File: config.mk
export PLATFORM = sky130hd
export DESIGN_NAME = div_seq
export DESIGN_NICKNAME = d
export VERILOG_FILES = /design/src/rtl/div_seq.sv
export SDC_FILE = /design/constraint.sdc
export NUM_CORES = 1
export LEC_CHECK = 0
export ABC_CLOCK_PERIOD_IN_PS = 15000
export CAP_MARGIN = 20
export CORE_MARGIN = 8
export CORE_UTILIZATION = 45
export DETAILED_ROUTE_END_ITERATION = 10
export HOLD_SLACK_MARGIN = 0.12
export PLACE_DENSITY = 0.66
export RECOVER_POWER = 100
export SLEW_MARGIN = 15
export SYNTH_ARGS = -nofsm -noshare
export SYNTH_HDL_FRONTEND = slang
export SYNTH_SLANG_ARGS = --single-unit
File: constraint.sdc
create_clock -name clock -period 15 [get_ports clock]
set_input_delay 3 -clock clock [delete_from_list [all_inputs] [get_ports clock]]
set_output_delay 3 -clock clock [all_outputs]
set_load 0.01 [all_outputs]
File: src/rtl/div_seq.sv
// Iterative restoring divider for MIPS DIV/DIVU: one quotient bit per cycle via an au in subtract mode.
// Latency width+1 cycles from accept to done (1 cycle for divide by zero); start is ignored while busy.

module au #(
    parameter int width = 33
) (
    input  logic [width-1:0] a,
    input  logic [width-1:0] b,
    input  logic             sub,
    output logic [width-1:0] result,
    output logic             borrow_out
);
    logic [width:0] full;

    assign full       = {1'b0, a} + {1'b0, (sub ? ~b : b)} + {{width{1'b0}}, sub};
    assign result     = full[width-1:0];
    // In subtract mode a missing carry means a < b.
    assign borrow_out = sub ? ~full[width] : full[width];
endmodule

module div_seq #(
    parameter int width = 32
) (
    input  logic             clock,
    input  logic             reset,
    input  logic             start,
    input  logic             is_signed,
    input  logic [width-1:0] dividend,
    input  logic [width-1:0] divisor,
    output logic             busy,
    output logic             done,
    output logic [width-1:0] quotient,
    output logic [width-1:0] remainder,
    output logic             div_by_zero
);
    localparam int cw = $clog2(width);

    typedef enum logic [1:0] {IDLE, RUN, DONE} state_t;

    state_t           state, state_next;
    logic [cw-1:0]    count;
    logic [width-1:0] d_reg, p_reg, dvs_reg;
    logic             neg_q, neg_r;

    logic [width-1:0] dvd_mag, dvs_mag;
    logic [width:0]   t, diff;
    logic             borrow, q_bit, last_step, divisor_zero;
    logic [width-1:0] p_next, d_next;
    logic             diff_top_unused;

    assign dvd_mag      = (is_signed & dividend[width-1]) ? (~dividend + 1'b1) : dividend;
    assign dvs_mag      = (is_signed & divisor[width-1])  ? (~divisor + 1'b1)  : divisor;
    assign divisor_zero = (divisor == '0);
    assign last_step    = (count == cw'(width - 1));

    assign t = {p_reg, d_reg[width-1]};

    au #(.width(width + 1)) u_au (
        .a          (t),
        .b          ({1'b0, dvs_reg}),
        .sub        (1'b1),
        .result     (diff),
        .borrow_out (borrow)
    );

    // The restoring invariant P < |divisor| keeps a successful difference below 2^width.
    assign diff_top_unused = diff[width];
    assign q_bit  = ~borrow;
    assign p_next = q_bit ? diff[width-1:0] : t[width-1:0];
    assign d_next = {d_reg[width-2:0], q_bit};

    always_ff @(posedge clock or posedge reset) begin
        if (reset) state <= IDLE;
        else       state <= state_next;
    end

    always_comb begin
        state_next = state;
        busy       = 1'b0;
        done       = 1'b0;
        case (state)
            IDLE: begin
                if (start) state_next = divisor_zero ? DONE : RUN;
            end
            RUN: begin
                busy = 1'b1;
                if (last_step) state_next = DONE;
            end
            DONE: begin
                busy       = 1'b1;
                done       = 1'b1;
                state_next = IDLE;
            end
            default: state_next = IDLE;
        endcase
    end

    always_ff @(posedge clock or posedge reset) begin
        if (reset) begin
            count       <= '0;
            d_reg       <= '0;
            p_reg       <= '0;
            dvs_reg     <= '0;
            neg_q       <= 1'b0;
            neg_r       <= 1'b0;
            quotient    <= '0;
            remainder   <= '0;
            div_by_zero <= 1'b0;
        end else begin
            case (state)
                IDLE: begin
                    if (start) begin
                        d_reg   <= dvd_mag;
                        dvs_reg <= dvs_mag;
                        p_reg   <= '0;
                        count   <= '0;
                        neg_q   <= is_signed & (dividend[width-1] ^ divisor[width-1]);
                        neg_r   <= is_signed & dividend[width-1];
                        if (divisor_zero) begin
                            quotient    <= '1;
                            remainder   <= dividend;
                            div_by_zero <= 1'b1;
                        end
                    end
                end
                RUN: begin
                    p_reg <= p_next;
                    d_reg <= d_next;
                    count <= count + cw'(1);
                    // Results load on the same edge as the final step so they are valid with done.
                    if (last_step) begin
                        quotient    <= neg_q ? (~d_next + 1'b1) : d_next;
                        remainder   <= neg_r ? (~p_next + 1'b1) : p_next;
                        div_by_zero <= 1'b0;
                    end
                end
                default: ;
            endcase
        end
    end
endmodule

# Word level (Yosys, flattened, before mapping)
# Cells that the tools add are included.
dict set report op_classes {
  add_sub_neg 7
  mul 0
  n_div 0
  order_cmp 0
  n_eq_ne 6
  n_shift 0
  muxes 29
  bitwise_logic 9
  reduce_logical 8
}
# op count
set ops {}
lappend ops {{$mux W32} 13}
lappend ops {{$pmux W32 S2} 4}
lappend ops {{$add A32 B1 Y32 const B} 4}
lappend ops {{$not A32 Y32} 4}
lappend ops {{$add A33 B33 Y34} 1}
lappend ops {{$add A34 B1 Y34 const B} 1}
lappend ops {{$not A32 Y33} 1}
lappend ops {{$logic_not A32 Y1} 1}
lappend ops {{$pmux W5 S2} 1}
lappend ops {{$mux W2} 3}
lappend ops {{$ne A2 B2 Y1 const B} 3}
lappend ops {{$reduce_and A2 Y1} 3}
lappend ops {{$add A5 B1 Y5 const B} 1}
lappend ops {{$eq A5 B5 Y1 const B} 1}
lappend ops {{$mux W1} 5}
lappend ops {{$mux W5} 1}
lappend ops {{$pmux W2 S2} 1}
lappend ops {{$reduce_and A4 Y1} 1}
lappend ops {{$and A1 B1 Y1} 3}
lappend ops {{$eq A2 B1 Y1 const B} 1}
lappend ops {{$eq A2 B2 Y1 const B} 1}
lappend ops {{$logic_not A2 Y1} 1}
lappend ops {{$pmux W1 S2} 1}
lappend ops {{$reduce_bool A2 Y1} 1}
lappend ops {{2 further kinds} 2}
dict set report totals {
  register_bits 170
  latch_bits 0
  ram_bits 0
  mem_bits_ro 0
  inputBits 68
  out_inout_bits 67
  memories 0
}

# Logic depth before layout (Yosys ltp)
# Gate-level depths: netlist of the first run.
dict set report logic_depth {
  depth_word 9
  mapped_depth 22
  ltp_nobuf 17
}

# Modules after synthesis
# A second synthesis of the first run with hierarchy kept.
dict set report hier_totals {
  cells_unflattened 1522
  hier_area_um2 12783.5
}
# mod n_inst cells_per_inst area_per_inst_um2
set by_module_without_submodules {}
lappend by_module_without_submodules {div_seq 1 1218 10560.1}
lappend by_module_without_submodules {au 1 304 2223.4}

# Worst setup path before layout of the first run
# No wires, ideal clock.
dict set report synth_timing {
  path_kind {input -> register}
  start {input divisor[9]}
  end {register quotient[0]}
  setup_ps 141
  t_arrival_ps 5823
  required_time_ps 14859
  slack_ps 9035
  stages 10
  path_buffers 2
  path_cell_list {or4_1 -> nor4_1 -> nor4b_1 -> nand4_1 -> nor2_1 -> nand2_1 -> a21oi_1 -> buf_2 -> buf_1 -> a31oi_1}
}
dict set report synth_between {
  elab_chain_cells 3
}
# item line_no
set synth_lines {}
lappend synth_lines {{from (decl)} 29} ;# input logic [width-1:0] divisor,
lappend synth_lines {{$logic_not A32 Y1} 53} ;# assign divisor_zero = (divisor == '0);
lappend synth_lines {{$ne A2 B2 Y1 (no line)} --}
lappend synth_lines {{$reduce_and A4 Y1 (no line)} --}
lappend synth_lines {{to (signal assigned)} 132} ;# quotient <= neg_q ? (~d_next + 1'b1) : d_next;
lappend synth_lines {{to (decl)} 32} ;# output logic [width-1:0] quotient,
# Every way passes these cells.
# A chain may end at the register's enable or synchronous reset.

==> impl_metrics.ini, run 1 <==
[floorplan]
start_util_pct = 45.5
std_cell_rows = 60
floorplan.core_area_um2 = 26700
die-height_um = 180
floorplan.die_area_um2 = 32600
floorplan.io_pins = 135
die_width_um = 180

[clock_tree]
clock_latency_ns = 0.44
clkSlewWorstSetupHoldPaths_ns = 0.07
clockRootBuffer = clkbuf_16
cts_max_level = 4
cts_max_path_buffers = 2
cts-buffers-inserted = 17
post_cts_hold_buffer_count = 0
post_cts.resized_instances = 0
cts_sinks = 170
cts_tree = yes
cts_post_setup_buffers_inserted = 0

[final_layout]
final_net_count = 1703
syn_to_final_growth_pct = 17.6
fillerInstances = 2499
final_layout_size_suffix_gt1_share_pct = 4.55
layout.area.seq_um2 = 4250
n_antenna_cell = 0
area_occupied_by_multi_input_gates_um2 = 7370

[routing]
num_vias = 11100
route.detailed.vias_per_inst = 5.71
wl_um = 34200
post_drt_wl_per_cell_um = 17.6
route.antenna.remaining_nets = 0
remaining_drc_errors = 0
initialDrtViolationCount = 1020
drt_pre_antenna_iters = 5

[yosys]
ys_top_cells_by_area = dfrtp_1 (35%), o21ai_0 (7.1%), a21oi_1 (6.2%)
adder_cell_fraction_of_synth_area_pct = 4.38
synth_xor_area_share_pct = 9.07
synth_area_leader_cell = dfrtp_1
ys_seq_elements = 170
yosysSeqAreaShare_pct = 35.0
fraction_of_synthesized_cell_area_taken_by_the_top_area_cell_type_pct = 35.0
post_synthesis_net_count = 1621
yosys-mux-area-fraction_pct = 3.21
ys_dominant_reg_cell = dfrtp_1
postSynth.asyncResetShare_pct = 100
syn_inst = 1511
yosys.cell_types.count = 78
synth_top_family_by_area = compound AO/OA/AOI/OAI gates
synth_common_cells = nand2_1 (193), o21ai_0 (173), dfrtp_1 (170)
number_of_enable_type_register_cells_in_the_synthesized_netlist = 0
ys.warnings.count = 0
simple_logic_cell_fraction_of_the_synthesized_area_pct = 18.6
share_of_the_synthesized_area_in_compound_gates_ao_oa_aoi_oai_pct = 25.2
synthMostInstantiatedCell = nand2_1
avgSynthCellArea_um2 = 8.05
syn-cell-area_um2 = 12200

[critical_path]
kind_of_start_point_of_the_critical_path = primary input
cp.required_ns = 14.65
worstSetupEndpointType = asynchronous set/reset pin
critical_path_peak_fanout = 100
worstSetupPathType = in -> async
cp_data_arrival_time_ns = 8.98

[global_routing]
wire_length_of_the_first_global_routing_pass_um = 56400
grt_start_max_net_pins = 101
grt_pass1_vias = 10800
overflow_left_after_global_routing = 0
gr-usage-all-layers_pct = 20.9
grt_antenna_before_repair = 0

[power_and_ir_drop]
total_power_w = 0.00323
max-vdd-ir-drop_v = 0.000101
pleak_nw = 5.77
power.density_cell_area_nw_per_um2 = 225

[timing]
final.setup_skew_ns = 0.0148
setup_violations = 0
unrepaired_setup_endpoints_after_global_routing = no
period_minus_slack_ns = 9.33
maxClockFrequency_ghz = 0.107
worstMarginPinSlew_ns = 4.59
hold_viol = 0
timing.hold.ws_ns = 0.481
totalNegativeSetupSlack_ns = 0
min_period_over_period_pct = 62.2
slew-limit-headroom_pct = -208
timing.final.max_slew_violations = 360

[placement]
finalWeightedCongestion = 0.857
dp.final_hpwl_um = 25500
port-buffer-count = 134

[flow_run]
max_cap_violations = 6

[min_path]
timing.hold.worst.class = reg -> reg

[status]
result_of_the_run = finished, violations left
violations = capacitance limit, slew limit
logic make-up after synthesis:
family          Yosys count
compound gates          503
flops                   170
mux                      38
xor+xnor                126
simple gates            486
fa+ha+maj                42
buf+inv                 146
worst max-delay path, stage by stage:
cell and delay (ns):
dlygate4sd3_1 0.54, clkinvlp_2 2.53, clkbuf_1 2.86
metal layers:
metal	GRT usage (%)	part of all wire [%]	vias to the layer above
li1	-	-	5560
met2	33.1	45	316
met5	0	0	-
met4	5.62	1.7	0
met1	29.0	48	5200
met3	3.45	5.1	33
final cells by class:
cell class / instances / area share, %
clock buffers: 18 / 3.07
clock inverters: 14 / 1.06
inverters: 63 / 1.66
multi-input cells: 1195 / 51.6
flip-flops and latches: 170 / 29.7
well taps: 341 / 2.98
repair buffers: 146 / 9.93
metrics by stage:
| stage | utilization, % | cells | instance area [um^2] | setup WS [ns] |
|---|---|---|---|---|
| after detailed placement | 51.5 | 1914 | 13800 | 7.33 |
| after CTS | 53.7 | 1946 | 14300 | 7.78 |
| after global placement | 51.4 | 1913 | 13700 | 7.03 |
| final | 53.5 | 1947 | 14300 | 5.67 |
| after global routing | 53.5 | 1947 | 14300 | 4.34 |
| after floorplan | - | 1511 | 12200 | 7.40 |
final timing paths:
kind	from	to	slack, ns	depth (start not counted)
worst max-delay path	reset	p_reg[14]$_DFFE_PP0P_	5.67	3
worst min-delay path	dvs_reg[9]$_DFFE_PP0P_	dvs_reg[9]$_DFFE_PP0P_	0.48	2
worst max register to register	p_reg[2]$_DFFE_PP0P_	quotient[28]$_DFFE_PP0P_	9.41	17
worst min register to register	dvs_reg[9]$_DFFE_PP0P_	dvs_reg[9]$_DFFE_PP0P_	0.48	2
max in group clock	divisor[8]	remainder[29]$_DFFE_PP0P_	6.42	11
min in group asynchronous	reset	d_reg[4]$_DFFE_PP0P_	4.38	2
cells in the final DEF, fill, tap and decap left out, drive strengths merged, types with 8 or more instances in the layout:
cell,n
mux2,8
clkbuf,22
buf,8
o21ai,186
nor2b,8
o211ai,9
xor2,73
clkdlybuf4s50,61
nand3,17
a211oi,14
a22o,8
ha,41
nor3,26
nand4,16
or4,15
o21a,11
o41ai,15
nand2,193
nor4,13
dfrtp,170
xnor2,53
o31ai,28
inv,71
nand2b,16
a31oi,15
mux2i,30
o21bai,8
or3,24
a21o,13
dlygate4sd3,73
a21oi,152
nor2,127
power breakdown:
group	switching, W	internal [W]	total, W
logic	0.00121	0.000752	0.00196
clock network	0.000210	0.000241	0.000451
registers	0.000175	0.000639	0.000814
(Power assumes the default switching activity.)
==> run 2, diff against run 1 <==
Settings changed: ABC_CLOCK_PERIOD_IN_PS 15000 to 8450, PLACE_DENSITY 0.66 to 0.69.
Clock period 15 ns to 8.45 ns, I/O delays scaled along.
==> run 2 against run 1 <==
The run still ends with capacitance limit, slew limit left. Power rose by 77%. Sequential share of layout area hardly changed. Clock-buffer cell count fell by 1. Cell count about the same. Global-route usage shrank 0.15 points. Critical path depth rose by 9. Utilization is essentially flat. Worst setup slack worse by 3.8 ns. Critical path type is now in -> reg. Highest routed layer unchanged.
==> impl_metrics.ini, run 2 (synthesis results as in run 1) <==
[global_routing]
grt_start_max_net_pins = 93
grt_pass1_vias = 10700
grt_antenna_before_repair = 0
gr-usage-all-layers_pct = 20.7
wire_length_of_the_first_global_routing_pass_um = 56000
overflow_left_after_global_routing = 0

[placement]
port-buffer-count = 134
finalWeightedCongestion = 0.903
dp.final_hpwl_um = 25300

[power_and_ir_drop]
p_switching_w = 0.00282
power.density_cell_area_nw_per_um2 = 398
power_switching_share_pct = 49.5
clock_power_share_pct = 13.6
comb_power_share_pct = 61.1
pleak_nw = 5.77
total_power_w = 0.00570
seq_power_share_pct = 25.4
max-vdd-ir-drop_v = 0.000203
internal-power_w = 0.00288

[critical_path]
worstSetupPathType = in -> reg
rr_worst_depth = 17
cp_data_arrival_time_ns = 6.83
cp_top_family = simple AND/OR/NAND/NOR gates
crit_top_cell = nand2_1
worstSetupEndpointType = flop
critical_path_peak_fanout = 47
worst_path_max_delay_cell = nor2_4
r2r_setup_slack_ns = 2.94
kind_of_start_point_of_the_critical_path = primary input
crit_path_cell_trace = dlygate4sd3_1 > or4_1 > nor4_1 > nor4b_1 > nand4_1 > nor2_1 > nand2_1 > nand2_1 > nand2b_1 > clkbuf_1 > nor2_4 > a21oi_1
worst-path-buf-inv = 2
reg2reg_to = quotient[28]$_DFFE_PP0P_
cp.required_ns = 8.73
rr_startpoint = p_reg[2]$_DFFE_PP0P_
critPathMaxStageDelay_ns = 0.89

[final_layout]
final_cell_mix = nand2_1 (193), o21ai_0 (176), dfrtp_1 (170)
syn_to_final_growth_pct = 17.6
final_net_count = 1703
n_antenna_cell = 0
final_layout_size_suffix_gt1_share_pct = 4.55
most_common_cell_after_layout_fill_and_taps_aside = nand2_1

[routing]
route.detailed.vias_per_inst = 5.75
route.antenna.remaining_nets = 0
remaining_drc_errors = 0
post_drt_wl_per_cell_um = 17.3
wl_um = 33600
drt_pre_antenna_iters = 5
initialDrtViolationCount = 879
num_vias = 11200

[clock_tree]
clkSlewWorstSetupHoldPaths_ns = 0.07
clockRootBuffer = clkbuf_16
cts-buffers-inserted = 17
post_cts_hold_buffer_count = 0
cts_max_path_buffers = 2
cts_max_level = 4
cts_tree = yes
post_cts.resized_instances = 0
cts_sinks = 170
cts_post_setup_buffers_inserted = 0
clock_latency_ns = 0.44

[floorplan]
std_cell_rows = 60
floorplan.core_area_um2 = 26700
die-height_um = 180
floorplan.io_pins = 135
start_util_pct = 45.5
floorplan.die_area_um2 = 32600
die_width_um = 180

[min_path]
timing.hold.worst.class = reg -> reg
min_delay_worst_endpoint = dvs_reg[11]$_DFFE_PP0P_
hold_path.startpoint = dvs_reg[11]$_DFFE_PP0P_
timing.hold.worst_path_depth = 2

[timing]
final.setup_skew_ns = 0.0129
min_period_over_period_pct = 77.5
maxClockFrequency_ghz = 0.153
setup_violations = 0
slew-limit-headroom_pct = -166
hold_viol = 0
unrepaired_setup_endpoints_after_global_routing = no
totalNegativeSetupSlack_ns = 0
worstMarginPinSlew_ns = 3.96
timing.final.max_slew_violations = 326
period_minus_slack_ns = 6.55

[status]
violations = capacitance limit, slew limit
result_of_the_run = finished, violations left

[flow_run]
max_cap_violations = 5
run 2: cell count changes in the layout (fill, tap and decap cells not counted), moves of 2 or more:
| cell | previous run | this run |
|---|---|---|
| inv_6 | 5 | 3 |
| clkinv_2 | 0 | 2 |
| buf_4 | 7 | 5 |
| a21oi_4 | 0 | 2 |
| a21oi_1 | 150 | 148 |
| clkinv_4 | 2 | 5 |
| inv_8 | 4 | 2 |
run 2: how the worst max path moves through the flow:
stage,to,slack [ns],depth (start not counted),from
after floorplan,count[0]$_DFFE_PP0P_,2.16,1,reset
after global placement,quotient[3]$_DFFE_PP0P_,2.17,12,divisor[8]
after detailed placement,quotient[10]$_DFFE_PP0P_,2.02,12,divisor[9]
after CTS,quotient[10]$_DFFE_PP0P_,2.49,12,divisor[9]
after global routing,dvs_reg[30]$_DFFE_PP0P_,1.38,3,reset
final,quotient[10]$_DFFE_PP0P_,1.90,12,divisor[8]
run 2: through the flow:
| stage | setup slack (ns) | cells | instance area, um^2 | util, % | hold slack, ns |
|---|---|---|---|---|---|
| global placement | 2.17 | 1913 | 13700 | 51.4 | 0.462 |
| global route | 1.38 | 1946 | 14300 | 53.5 | 0.510 |
| CTS | 2.49 | 1945 | 14300 | 53.5 | 0.489 |
| floorplan | 2.16 | 1511 | 12200 | - | 0.450 |
| finish | 1.90 | 1946 | 14300 | 53.5 | 0.482 |
| detailed placement | 2.02 | 1914 | 13700 | 51.4 | 0.473 |
run 2: worst min-delay path, cell delays in order, from the launching register on:
cell and delay, ns:
dfrtp_1 0.35, nand2_1 0.04, o21ai_0 0.06
run 2: power by group through the flow:
stage	Combinational (W)	Clock [W]	Sequential [W]
6_report	0.00348	0.000773	0.00145
5_1_grt	0.00389	0.000817	0.00149
4_1_cts	0.00350	0.000782	0.00145
3_5_place_dp	0.00349	0	0.00146
3_3_place_gp	0.00342	0	0.00145
2_1_floorplan	0.00254	0	0.00139
run 2: final cells by class:
class	count	area, um^2
Clock buffer	17	425
Multi-Input combinational cell	1195	7410
Clock inverter	14	140
Timing Repair Buffer	146	1420
Tap cell	341	427
Inverter	63	238
Sequential cell	170	4250
Fill cell	2567	12400
run 2: per-layer routing:
layer,part of all wire [%],global-route usage [%],wire length (um),vias up
li1,-,-,-,5556
met1,49,29.1,16400,5275
met2,45,32.7,15000,318
met3,4.7,3.04,1570,49
met4,2.0,5.89,670,0
met5,0,0,0,-
==> run 3, diff against run 2 <==
Settings changed: ABC_CLOCK_PERIOD_IN_PS 8450 to 6800, PLACE_DENSITY 0.69 to 0.66.
Clock period 8.45 ns to 6.8 ns, I/O delays scaled along.
==> run 3 against run 2 <==
The run still ends with capacitance limit, slew limit left. Register-to-register slack lost 1.3 ns. Cell count grew 0.15%. Worst setup slack lost 0.83 ns. Via count shrank 0.52%. Critical path depth is the same. Non-clock buffer count grew 3. Final area is essentially flat. Sequential share of layout area is essentially flat. Sequential power grew 24%. Power grew 24%. Clock-buffer cell count is the same. Clock skew shrank 0.0033 ns. Critical endpoint is now remainder[25]$_DFFE_PP0P_. Largest power group unchanged.
==> impl_metrics.ini, run 3 (synthesis results as in run 1) <==
[critical_path]
worst_path_max_delay_cell = a21oi_1
cp_top_family = simple AND/OR/NAND/NOR gates
reg2reg_to = remainder[30]$_DFFE_PP0P_
worstSetupEndpointType = flop
crit_top_cell = o21ai_0
critical_path_peak_fanout = 40
critPathMaxStageDelay_ns = 0.70
cp_data_arrival_time_ns = 6.08
cp.required_ns = 7.15
crit_path_cell_trace = dlygate4sd3_1 > or4_1 > nor4_1 > nor4b_1 > nand4_1 > nor2_1 > nand2_1 > a21oi_1 > buf_4 > o21ai_0 > a2bb2oi_1 > o21ai_0
kind_of_start_point_of_the_critical_path = primary input
worst-path-buf-inv = 2
worstSetupPathType = in -> reg
rr_worst_depth = 14
rr_startpoint = p_reg[14]$_DFFE_PP0P_
r2r_setup_slack_ns = 1.61

[placement]
placement.setup.worst_slack_ns = 1.14
dp.final_hpwl_um = 25900
port-buffer-count = 134
finalWeightedCongestion = 0.842

[global_routing]
overflow_left_after_global_routing = 0
wire_length_of_the_first_global_routing_pass_um = 56700
gr-usage-all-layers_pct = 20.9
grt_antenna_before_repair = 1
grt_start_max_net_pins = 84
grt_pass1_vias = 10700

[final_layout]
n_antenna_cell = 0
final_net_count = 1706
most_common_cell_after_layout_fill_and_taps_aside = nand2_1
final_cell_mix = nand2_1 (193), o21ai_0 (175), dfrtp_1 (170)
final_layout_size_suffix_gt1_share_pct = 4.85
syn_to_final_growth_pct = 17.5
fillerInstances = 2575

[clock_tree]
clockRootBuffer = clkbuf_16
cts_sinks = 170
post_cts_hold_buffer_count = 0
clock_latency_ns = 0.43
post_cts.resized_instances = 0
cts-buffers-inserted = 17
cts_max_level = 4
clkSlewWorstSetupHoldPaths_ns = 0.07
cts_max_path_buffers = 2
cts_post_setup_buffers_inserted = 0
cts_tree = yes

[routing]
drt-met1-wl_um = 16400
initialDrtViolationCount = 739
remaining_drc_errors = 0
post_drt_wl_per_cell_um = 17.7
detailroute.wirelength.met3_um = 1840
wl_um = 34600
route.detailed.vias_per_inst = 5.72
num_vias = 11100
drt_pre_antenna_iters = 5
route.antenna.remaining_nets = 0
route.met2.wl_um = 15600
route.top_layer_used = met5

[timing]
period_minus_slack_ns = 5.73
final_critical_path_setup_slack_ns = 1.07
worstMarginPinSlew_ns = 2.98
slew-limit-headroom_pct = -99.4
totalNegativeSetupSlack_ns = 0
final.setup_skew_ns = 0.00957
setup_violations = 0
maxClockFrequency_ghz = 0.175
unrepaired_setup_endpoints_after_global_routing = no
min_period_over_period_pct = 84.2
timing.final.max_slew_violations = 163
hold_viol = 0

[floorplan]
floorplan.die_area_um2 = 32600
std_cell_rows = 60
start_util_pct = 45.5
floorplan.io_pins = 135
die_width_um = 180
floorplan.core_area_um2 = 26700
die-height_um = 180

[power_and_ir_drop]
max-vdd-ir-drop_v = 0.000219
pleak_nw = 5.78
power.density_cell_area_nw_per_um2 = 496

[flow_run]
max_cap_violations = 3

[min_path]
hold_path.startpoint = dvs_reg[11]$_DFFE_PP0P_
timing.hold.worst.class = reg -> reg
timing.hold.worst_path_depth = 2
min_delay_worst_endpoint = dvs_reg[11]$_DFFE_PP0P_

[status]
violations = capacitance limit, slew limit
result_of_the_run = finished, violations left
[run 3: changes by cell type in the layout (fill, tap and decap cells not counted), moves of 2 or more]
cell / change
buf_4: +6
clkbuf_1: -3
a21oi_1: +2
a21oi_4: -2
clkbuf_2: +2
clkdlybuf4s50_1: -2
dlygate4sd3_1: +2
[run 3: final cells by class]
type                       count  area (um^2)  area share [%]
tap                          341          427            2.98
clock inverter                14          136           0.954
clock buffer                  17          425            2.97
multi-input combinational   1195         7380            51.6
inverter                      63          238            1.66
sequential                   170         4250            29.7
timing repair buffer         149         1440            10.1
[run 3: per-stage QoR]
stage	util, %	area [um^2]	hold WS, ns	cells	total power [W]
after floorplan	-	12200	0.450	1511	0.00489
after global placement	51.5	13800	0.462	1917	0.00611
after detailed placement	51.5	13800	0.470	1917	0.00618
after CTS	53.6	14300	0.486	1948	0.00717
after global routing	53.5	14300	0.496	1949	0.00769
final	53.5	14300	0.477	1949	0.00709
[run 3: worst max-delay path by stage]
stage	start	to	depth (start not counted)
floorplan	reset	count[0]$_DFFE_PP0P_	1
global placement	divisor[8]	remainder[25]$_DFFE_PP0P_	12
detailed placement	divisor[8]	remainder[25]$_DFFE_PP0P_	12
CTS	divisor[8]	remainder[25]$_DFFE_PP0P_	12
global route	divisor[8]	remainder[23]$_DFFE_PP0P_	13
finish	divisor[8]	remainder[25]$_DFFE_PP0P_	12
[run 3: report_power, final]
group | leakage [nW] | internal (W) | switching (W)
logic | 3.47 | 0.00166 | 0.00267
clock network | 0.272 | 0.000511 | 0.000447
registers | 2.04 | 0.00141 | 0.000392
[run 3: worst reg2reg max path, stage by stage, from the launching register on]
cell,delay (ns)
dfrtp_1,0.43
ha_1,0.46
and2_1,0.32
nand4_4,0.15
a211oi_4,0.31
a211oi_4,0.13
o21ai_4,0.70
inv_2,0.09
buf_4,0.29
or3_1,0.45
a2111o_1,0.55
or4_4,0.62
o31ai_4,0.26
xnor2_1,0.18
a2bb2oi_1,0.18
[run 3: routing by layer]
metal	GRT usage, %	vias up
li1	-	5577
met1	28.6	5234
met2	33.6	286
met3	3.77	41
met4	5.72	2
met5	0	-
